[src/rtl/sdf_delay_stage.sv]
// Radix-2 single-delay-feedback FFT stage: pairs x[k] with x[k+DEPTH], emits the scaled
// sum half paced by the input, then drains the stored difference half back-to-back.
//
// state | meaning
// ------+---------------------------------------------------------------
// FILL  | first half-frame: store x[0..DEPTH-1], drain of previous y1 may run
// BFLY  | second half-frame: butterfly, emit y0, store y1 in place of a
module sdf_delay_stage #(
   parameter int WIDTH = 14,
   parameter int DEPTH = 32,
   parameter int RH    = 0
) (
   input  logic                    clock,
   input  logic                    reset_n,
   input  logic                    di_en,
   input  logic signed [WIDTH-1:0] di_re,
   input  logic signed [WIDTH-1:0] di_im,
   output logic                    do_en,
   output logic signed [WIDTH-1:0] do_re,
   output logic signed [WIDTH-1:0] do_im
);

   localparam int AW = (DEPTH > 1) ? $clog2(DEPTH) : 1;
   localparam logic [AW-1:0] LAST_IDX = AW'(DEPTH - 1);

   typedef enum logic {
      S_FILL = 1'b0,
      S_BFLY = 1'b1
   } state_t;

   state_t              state;
   state_t              state_nx;
   logic [AW-1:0]       fill_idx;
   logic [AW-1:0]       drain_idx;
   logic [AW-1:0]       rd_idx;
   logic                drain_act;
   logic                fill_last;
   logic                drain_last;

   logic [2*WIDTH-1:0]  mem [DEPTH];
   logic [2*WIDTH-1:0]  rd_data;
   logic [2*WIDTH-1:0]  wr_data;
   logic                wr_en;
   logic                bfly_acc;

   logic [WIDTH-1:0]    a_re;
   logic [WIDTH-1:0]    a_im;
   logic [WIDTH-1:0]    y0_re;
   logic [WIDTH-1:0]    y0_im;
   logic [WIDTH-1:0]    y1_re;
   logic [WIDTH-1:0]    y1_im;

   // Sum/difference at WIDTH+1 bits, add the rounding constant, halve and keep WIDTH bits.
   function automatic logic [WIDTH-1:0] half_bfly(
      input logic [WIDTH-1:0] a,
      input logic [WIDTH-1:0] b,
      input logic             sub
   );
      logic [WIDTH:0] ax;
      logic [WIDTH:0] bx;
      logic [WIDTH:0] s;
      ax = {a[WIDTH-1], a};
      bx = {b[WIDTH-1], b};
      s  = sub ? (ax - bx) : (ax + bx);
      s  = s + (WIDTH+1)'(RH);
      return s[WIDTH:1];
   endfunction

   assign fill_last  = (fill_idx == LAST_IDX);
   assign drain_last = (drain_idx == LAST_IDX);

   // Drain never overlaps BFLY, so a single read port serves both users.
   assign rd_idx  = (state == S_BFLY) ? fill_idx : drain_idx;
   assign rd_data = mem[rd_idx];
   assign a_re    = rd_data[2*WIDTH-1:WIDTH];
   assign a_im    = rd_data[WIDTH-1:0];

   always_comb begin
      y0_re = half_bfly(a_re, di_re, 1'b0);
      y0_im = half_bfly(a_im, di_im, 1'b0);
      y1_re = half_bfly(a_re, di_re, 1'b1);
      y1_im = half_bfly(a_im, di_im, 1'b1);
   end

   always_ff @(posedge clock or negedge reset_n) begin
      if (!reset_n) begin
         state <= S_FILL;
      end else begin
         state <= state_nx;
      end
   end

   always_comb begin
      state_nx = state;
      case (state)
         S_FILL:  if (di_en && fill_last) state_nx = S_BFLY;
         S_BFLY:  if (di_en && fill_last) state_nx = S_FILL;
         default: state_nx = S_FILL;
      endcase
   end

   always_comb begin
      wr_en    = 1'b0;
      bfly_acc = 1'b0;
      wr_data  = {di_re, di_im};
      case (state)
         S_FILL: begin
            wr_en = di_en;
         end
         S_BFLY: begin
            wr_en    = di_en;
            bfly_acc = di_en;
            wr_data  = {y1_re, y1_im};
         end
         default: begin
            wr_en = 1'b0;
         end
      endcase
   end

   always_ff @(posedge clock or negedge reset_n) begin
      if (!reset_n) begin
         fill_idx <= '0;
      end else if (di_en) begin
         fill_idx <= fill_idx + 1'b1;
      end
   end

   // Drain is armed by the last butterfly and runs DEPTH cycles regardless of di_en.
   always_ff @(posedge clock or negedge reset_n) begin
      if (!reset_n) begin
         drain_act <= 1'b0;
         drain_idx <= '0;
      end else if (bfly_acc && fill_last) begin
         drain_act <= 1'b1;
         drain_idx <= '0;
      end else if (drain_act) begin
         drain_idx <= drain_idx + 1'b1;
         if (drain_last) drain_act <= 1'b0;
      end
   end

   // Storage is not reset; the combinational read above sees the pre-write value.
   always_ff @(posedge clock) begin
      if (wr_en) mem[fill_idx] <= wr_data;
   end

   always_ff @(posedge clock or negedge reset_n) begin
      if (!reset_n) begin
         do_en <= 1'b0;
         do_re <= '0;
         do_im <= '0;
      end else if (bfly_acc) begin
         do_en <= 1'b1;
         do_re <= y0_re;
         do_im <= y0_im;
      end else if (drain_act) begin
         do_en <= 1'b1;
         do_re <= a_re;
         do_im <= a_im;
      end else begin
         do_en <= 1'b0;
      end
   end

endmodule

[config.mk]
export PLATFORM = sky130hd
export DESIGN_NAME = sdf_delay_stage
export DESIGN_NICKNAME = d
export VERILOG_FILES = /design/src/rtl/sdf_delay_stage.sv
export SDC_FILE = /design/constraint.sdc
export NUM_CORES = 1
export LEC_CHECK = 0
export BUFFER_PORTS_ARGS = -buffer_cell sky130_fd_sc_hd__buf_4
export CORE_ASPECT_RATIO = 0.8
export CORE_MARGIN = 2
export CORE_UTILIZATION = 30
export DETAILED_ROUTE_END_ITERATION = 7
export SETUP_SLACK_MARGIN = 0.1
export SLEW_MARGIN = 40
export SYNTH_ARGS = -nofsm -noshare
export SYNTH_HDL_FRONTEND = slang
export SYNTH_SLANG_ARGS = --single-unit
[constraint.sdc]
create_clock -name clock -period 12.9 [get_ports clock]
set_clock_uncertainty 0.2 [all_clocks]
set_input_delay 0 -clock clock [delete_from_list [all_inputs] [get_ports clock]]
set_output_delay 0 -clock clock [all_outputs]
set_load 0.005 [all_outputs]
==> results of run 1 <==
-- state kept, by name, indices dropped and copies added (netlist names) --
signal	count
mem	896
do_im	14
do_re	14
drain_idx	5
fill_idx	5
do_en	1
drain_act	1
state	1
-- routing by layer --
layer	wire length (microns)	part of all wire (%)	up-vias
met5	13	0.012	-
met3	8770	8.2	153
met4	2170	2.0	2
met1	48000	45	11500
met2	47900	45	904
li1	-	-	9367
-- cells in the final DEF, fill, tap and decap left out, types with 9 or more instances in the layout --
cell type	n
mux2i_1	40
buf_4	131
o21bai_1	15
xor2_1	12
inv_1	59
o21ai_1	9
clkbuf_16	87
dlygate4sd3_1	54
dfrtp_1	38
clkinv_1	15
nor2_1	39
clkbuf_1	12
edfxtp_1	896
clkinv_2	21
a21o_1	9
nand2_1	298
nand2b_1	14
nor2b_1	15
xnor2_1	34
nor2_4	25
ha_1	59
a211oi_1	13
o21ai_0	59
mux4_2	215
nand3_1	132
a21oi_1	54
nor3_1	9
-- worst paths after layout --
path	from	to	slack, ps	cells past startpoint
setup / recovery	state	do_re[13]	5180	23
hold / removal	reset_n	do_im[0]	180	4
setup reg to reg	state	do_re[13]	5180	23
hold reg to reg	do_im[1]	do_im[1]	340	2
max in group asynchronous	reset_n	state	12050	4
min in group clock	di_im[13]	do_im[13]	250	5
-- logic make-up after synthesis --
kind of cell | after synthesis | synth area share [%]
buffers and inverters | 187 | 1.92
muxes | 270 | 13.7
adders and majority gates | 63 | 2.08
AOI/OAI and AO/OA | 236 | 4.01
DFF | 937 | 70.9
and+or+nand+nor | 571 | 6.33
xor gates and xnor gates | 46 | 1.02
-- cell type report --
type / count / share of cell area, %
Clock buffer: 100 / 4.86
Antenna cell: 1 / 0.00544
Timing Repair Buffer: 196 / 3.73
Inverter: 61 / 0.498
Multi-Input combinational cell: 1186 / 24.3
Tap cell: 1740 / 4.73
Sequential cell: 937 / 60.7
Clock inverter: 57 / 1.17
-- worst max-delay path, cell delays in order (launching register included) --
cell	delay, ps
dfrtp_4	730
buf_4	580
nand2b_1	280
and2_4	360
buf_4	580
buf_4	560
nand2_1	130
nand3_1	110
nand2_1	50
o21ai_0	490
ha_1	310
o21bai_1	90
a21oi_1	200
o21bai_1	90
a21oi_1	270
o21bai_1	130
a21boi_0	260
o21bai_1	120
a21oi_1	170
o21bai_1	120
a2111o_1	420
dlygate4sd3_1	560
a22oi_1	160
dlygate4sd3_1	570
-- per-stage QoR --
stage / total power [W] / setup slack (ps) / std cells / hold WS [ps]
2_1_floorplan: 0.00778 / 6490 / 2310 / -496
3_3_place_gp: 0.00950 / 5600 / 4059 / -139
3_5_place_dp: 0.00957 / 6020 / 4064 / -142
4_1_cts: 0.0123 / 5260 / 4276 / 133
5_1_grt: 0.0129 / 4700 / 4278 / 202
6_report: 0.0123 / 5180 / 4278 / 180
-- report_power, final --
part / internal, W / switching, W / leakage, nW
clock network: 0.00140 / 0.00116 / 1.37
logic: 0.00212 / 0.00332 / 5.43
registers: 0.00412 / 0.000167 / 8.54
total: 0.00764 / 0.00465 / 15.3
==> flow_metrics.py, run 1 <==
metrics = {
    "final_layout": {
        "seq_area_sq_um": 27900,
        "fill_cells": 12100,
        "nets": 2562,
        "final_core_utilization_pct": 35.5,
        "drive_above_1_share_pct": 22.7,
        "multi_input_area_sq_um": 11200,
        "design_area_sq_um": 46000,
        "syn_to_final_growth_pct": 16.8,
    },
    "placement": {
        "post-dp-hpwl_microns": 61400,
        "place.gp.congestion": 0.874,
        "numPortBuffers": 59,
        "dpl_cell_area_sq_um": 42600,
    },
    "clocking": {
        "cts_resized": 0,
        "cts_setup_buffers": 0,
        "clk-insertion-delay-late_ps": 680,
        "cts-root-buf": "clkbuf_16",
        "h-tree-depth": 3,
        "cts_hold_buf": 55,
        "cts_buffers": 86,
        "cts_buffer_depth": 3,
        "cts.reportedPaths.clkPinSlew_ps": 70,
        "cts.sinks": 937,
        "cts_tree": "yes",
    },
    "sta": {
        "worst_pin_slew_ps": 888,
        "setup_viol": 0,
        "grt_setup_unrepaired": "no",
        "final-hold-violation-count": 0,
        "max_freq_ghz": 0.130,
        "tns_ps": 0,
        "drv_slew": 0,
        "fin_crit_sh_pct": 59.8,
        "max_slew_margin_pct": 40.8,
        "finalCriticalPeriod_ps": 7720,
    },
    "global_routing": {
        "grt_use_met2_pct": 23.8,
        "grt_max_degree": 116,
        "grt_pass1_vias": 21600,
        "top_usage_layer": "met2",
        "grt_util_met1_pct": 23.6,
        "antenna_found_initial": 4,
        "grt_pass1_wl_microns": 155000,
        "track_usage_pct": 15.8,
        "grt_overflow": 0,
        "grt_use_met3_pct": 3.05,
    },
    "logic_synthesis": {
        "synth.most_common_cell": "edfxtp_1",
        "synth_area_per_cell_sq_um": 17.0,
        "ys_warn_count": 0,
        "synth_nets": 2404,
        "synth_top_cells_by_count": "edfxtp_1, nand2_1, mux4_2",
        "ys_types": 74,
        "ys_seq_elements": 937,
        "synthCells": 2310,
        "synth_ff_type": "edfxtp_1",
        "synth_top_area_share_pct": 68.3,
        "async_reset_ff_share_pct": 4.38,
        "synthTopCellsByArea": "edfxtp_1, mux4_2, nand2_1, dfrtp_1, ha_1",
        "seq_area_frac_synth_pct": 70.9,
        "synth_edf_count": 896,
        "yosysTopAreaCell": "edfxtp_1",
        "syn-cell-area_sq_um": 39400,
    },
    "drt": {
        "ant_nets": 0,
        "drc": 0,
        "dr_total_vias": 22000,
        "wl_per_cell_microns": 25.0,
        "drt-initial-drc-count": 2945,
        "wl_microns": 107000,
        "dr.pass1.iters": 5,
        "vias_per_cell": 5.13,
    },
    "flow_run": {
        "drv_cap": 0,
    },
    "pwr": {
        "ir_worst_vdd_mv": 0.184,
        "p_per_area_nw_per_um2": 267,
        "power_leakage_nw": 15.3,
    },
    "critical_path": {
        "worstPathRequired_ps": 13300,
        "start_kind": "flip-flop",
        "critical_path_arrival_ps": 8120,
        "path_class": "reg -> reg",
        "cp-end-kind": "flip-flop",
        "crit_fanout": 45,
    },
    "floorplanning": {
        "coreArea_sq_um": 130000,
        "rows": 118,
        "io_pins": 60,
        "dieArea_sq_um": 134000,
        "die_h_microns": 328,
        "start_util_pct": 30.3,
        "die_w_microns": 409,
    },
    "status": {
        "status": "finished, final reports clean",
    },
    "min_path": {
        "hold_path.class": "in -> async",
    },
}
Power figures use the tool's default switching activity.
==> run 2: changes to the inputs <==
--- a/config.mk
+++ b/config.mk
@@ -5,6 +5,7 @@
 export SDC_FILE = /design/constraint.sdc
 export NUM_CORES = 1
 export LEC_CHECK = 0
+export ABC_AREA = 1
 export BUFFER_PORTS_ARGS = -buffer_cell sky130_fd_sc_hd__buf_4
 export CORE_ASPECT_RATIO = 0.8
 export CORE_MARGIN = 2
==> constraint.sdc (replaced) <==
create_clock -name clock -period 6.9 [get_ports clock]
set_clock_uncertainty 0.2 [all_clocks]
set_input_delay 0 -clock clock [delete_from_list [all_inputs] [get_ports clock]]
set_output_delay 0 -clock clock [all_outputs]
set_load 0.005 [all_outputs]
==> run 2 against run 1 <==
First-iteration DRC count is 40% higher; worst setup slack worse by 4800 ps; cell count is 27% higher; via count is 31% higher; synthesized cell count is 52% higher; hold slack hardly changed; critical path type unchanged; critical endpoint is now do_re[12].
==> flow_metrics.py, run 2 <==
metrics = {
    "status": {
        "status": "finished, final reports clean",
    },
    "final_layout": {
        "drive_above_1_share_pct": 10.5,
        "layout.cells.non_filler": 5444,
        "n_antenna_cell": 0,
        "design_area_sq_um": 47000,
        "final_common_cell": "edfxtp_1",
        "seq_area_sq_um": 27900,
        "layout_common_cells": "edfxtp_1, nand2_1, nor2_1, o21ai_0, nand3_1",
        "reg_top3": "mem: 896 flops, do_im: 14 flops, do_re: 14 flops",
        "largest-register": "mem",
        "multi_input_area_sq_um": 11500,
        "largest_reg_flops": 896,
        "fill_cells": 13300,
        "nets": 3693,
        "syn_to_final_growth_pct": 14.8,
    },
    "clocking": {
        "clk-insertion-delay-late_ps": 690,
        "cts-root-buf": "clkbuf_16",
        "cts_buffers": 85,
        "h-tree-depth": 3,
        "cts_tree": "yes",
        "cts.reportedPaths.clkPinSlew_ps": 70,
        "cts_setup_buffers": 0,
        "cts_buffer_depth": 3,
        "cts.sinks": 937,
    },
    "critical_path": {
        "start_kind": "flip-flop",
        "worstPathRequired_ps": 7250,
        "regToRegSetupSlack_ps": 370,
        "critical_path_arrival_ps": 6880,
        "crit_fanout": 106,
        "crit_slowest_cell": "dfrtp_4",
        "crit_buf_inv": 6,
        "crit_start": "state",
        "path_cells": "inv_6 -> nand2_4 -> nand2_8 -> buf_4 -> buf_12 -> nor2_1 -> o22ai_1 -> nand2_1 -> nand3_1 -> nand3_1 -> o21ai_2 -> ha_1 -> nor2_1 -> inv_1 -> nor3_1 -> a221oi_1 -> dlygate4sd3_1 -> nand2_1 -> nand2_1 -> dlygate4sd3_1 -> nand3_1 -> a21oi_1",
        "reg2reg_to": "do_re[12]",
        "rr_startpoint": "state",
        "path_class": "reg -> reg",
        "cp-end-kind": "flip-flop",
        "cp_top_family": "buffers and inverters",
        "r2r_cells": 22,
        "slowest_delay_ps": 690,
    },
    "global_routing": {
        "antenna_found_initial": 4,
        "grt_overflow": 0,
        "grt_pass1_vias": 26400,
        "grt_max_degree": 114,
        "track_usage_pct": 17.5,
        "grt_pass1_wl_microns": 182000,
    },
    "logic_synthesis": {
        "synth.most_common_cell": "edfxtp_1",
        "synth_edf_count": 896,
        "synth_compound_area_share_pct": 11.7,
        "async_reset_ff_share_pct": 4.38,
        "ys_types": 56,
        "synth_fa_ha_area_share_pct": 2.00,
        "yosysTopAreaCell": "edfxtp_1",
        "synth_nets": 3609,
        "synth_area_per_cell_sq_um": 11.6,
        "synthCells": 3515,
        "ys_warn_count": 0,
        "synthTopCellsByArea": "edfxtp_1, o21ai_0, nand2_1, nor2_1, nand3_1",
        "muxShareOfSynthArea_pct": 0,
        "synth_top_family_by_area": "simple AND/OR/NAND/NOR gates",
        "synth_xor_area_share_pct": 0.300,
        "synthSimpleGateAreaFrac_pct": 13.0,
        "synth_ff_type": "edfxtp_1",
        "syn-cell-area_sq_um": 40900,
        "synth_top_area_share_pct": 65.8,
        "seq_area_frac_synth_pct": 68.3,
        "synth_top_cells_by_count": "edfxtp_1, nand2_1, nor2_1",
        "ys_seq_elements": 937,
    },
    "drt": {
        "wl_per_cell_microns": 23.0,
        "drt-initial-drc-count": 4117,
        "wl_microns": 125000,
        "vias_per_cell": 5.30,
        "ant_nets": 0,
        "drc": 0,
        "dr.pass1.iters": 6,
        "dr_total_vias": 28900,
    },
    "placement": {
        "dp_cells": 5239,
        "numPortBuffers": 59,
        "place.gp.congestion": 0.922,
        "post-dp-hpwl_microns": 67400,
        "dpl_cell_area_sq_um": 43700,
    },
    "sta": {
        "max_slew_margin_pct": 41.5,
        "final-hold-violation-count": 0,
        "fin_crit_sh_pct": 94.6,
        "finalCriticalPeriod_ps": 6530,
        "grt_setup_unrepaired": "no",
        "holdWs_ps": 180,
        "worst_pin_slew_ps": 878,
        "drv_slew": 0,
        "max_freq_ghz": 0.153,
        "setup_viol": 0,
        "tns_ps": 0,
    },
    "floorplanning": {
        "rows": 121,
        "die_h_microns": 334,
        "start_util_pct": 30.2,
        "dieArea_sq_um": 139000,
        "coreArea_sq_um": 136000,
        "io_pins": 60,
        "die_w_microns": 417,
    },
    "min_path": {
        "hold_path.class": "in -> async",
    },
    "flow_run": {
        "drv_cap": 0,
    },
}
[run 2: cell count changes after synthesis, moves of 119 or more]
cell / delta
inv_1: +119
mux4_2: -215
nand2_1: +217
nor2_1: +398
o21ai_0: +327
o22ai_1: +171
[run 2: metrics by stage]
step,worst slack (ps),util (%)
global placement,847,32.1
CTS,441,34.6
detailed placement,740,32.2
floorplan,1530,-
global route,121,34.6
finish,372,34.6
[run 2: how the worst max path moves through the flow]
stage                             end  cells past startpoint  slack [ps]
after floorplan             mem[0][9]                     25        1530
after global placement    mem[22][11]                     26         850
after detailed placement  mem[17][11]                     26         740
after CTS                   do_re[12]                     21         440
after global routing        do_re[12]                     22         120
final                       do_re[12]                     22         370
[run 2: logic make-up (layout without fill, tap and decap cells)]
kind of cell               count (synthesis)  count (layout)
and+or+nand+nor                         1280            1281
DFF                                      937             937
AOI/OAI and AO/OA                        826             826
buffers and inverters                    395             540
adders and majority gates                 63              63
xor gates and xnor gates                  14              14
[run 2: cell type report]
class	instances	share of cell area, %
clock buffer	101	4.79
tap	1783	4.75
sequential	937	59.5
multi-input combinational	2184	24.4
timing repair buffer	210	4.15
inverter	181	1.46
clock inverter	48	0.933
[run 2: layer usage]
layer	share of wire (%)	vias to the layer above	wire (microns)	track usage [%]
met5	0.0096	-	12	0
met4	2.3	2	2900	3.88
met3	9.9	184	12400	3.63
met2	43	1434	54500	26.1
met1	44	14400	55600	26.0
li1	-	12800	-	-
[run 2: worst reg2reg max path, delay by kind of cell (launching register included)]
family | cells | cell delay [ps]
simple gates | 11 | 2000
compound gates | 4 | 640
flops | 1 | 690
fa+ha+maj | 1 | 420
buf+inv | 6 | 2450
[run 2: repair_timing]
| action | 4_1_cts | 5_1_grt |
|---|---|---|
| resized for setup | 0 | 1 |
| setup endpoints to repair | 0 | 2 |
| hold buffers | 52 | 0 |
| endpoints found under the hold margin | 937 | 0 |
Power of run 2 is not shown: default switching activity piles up to over one toggle a cycle in this logic, so the estimate is an artifact.
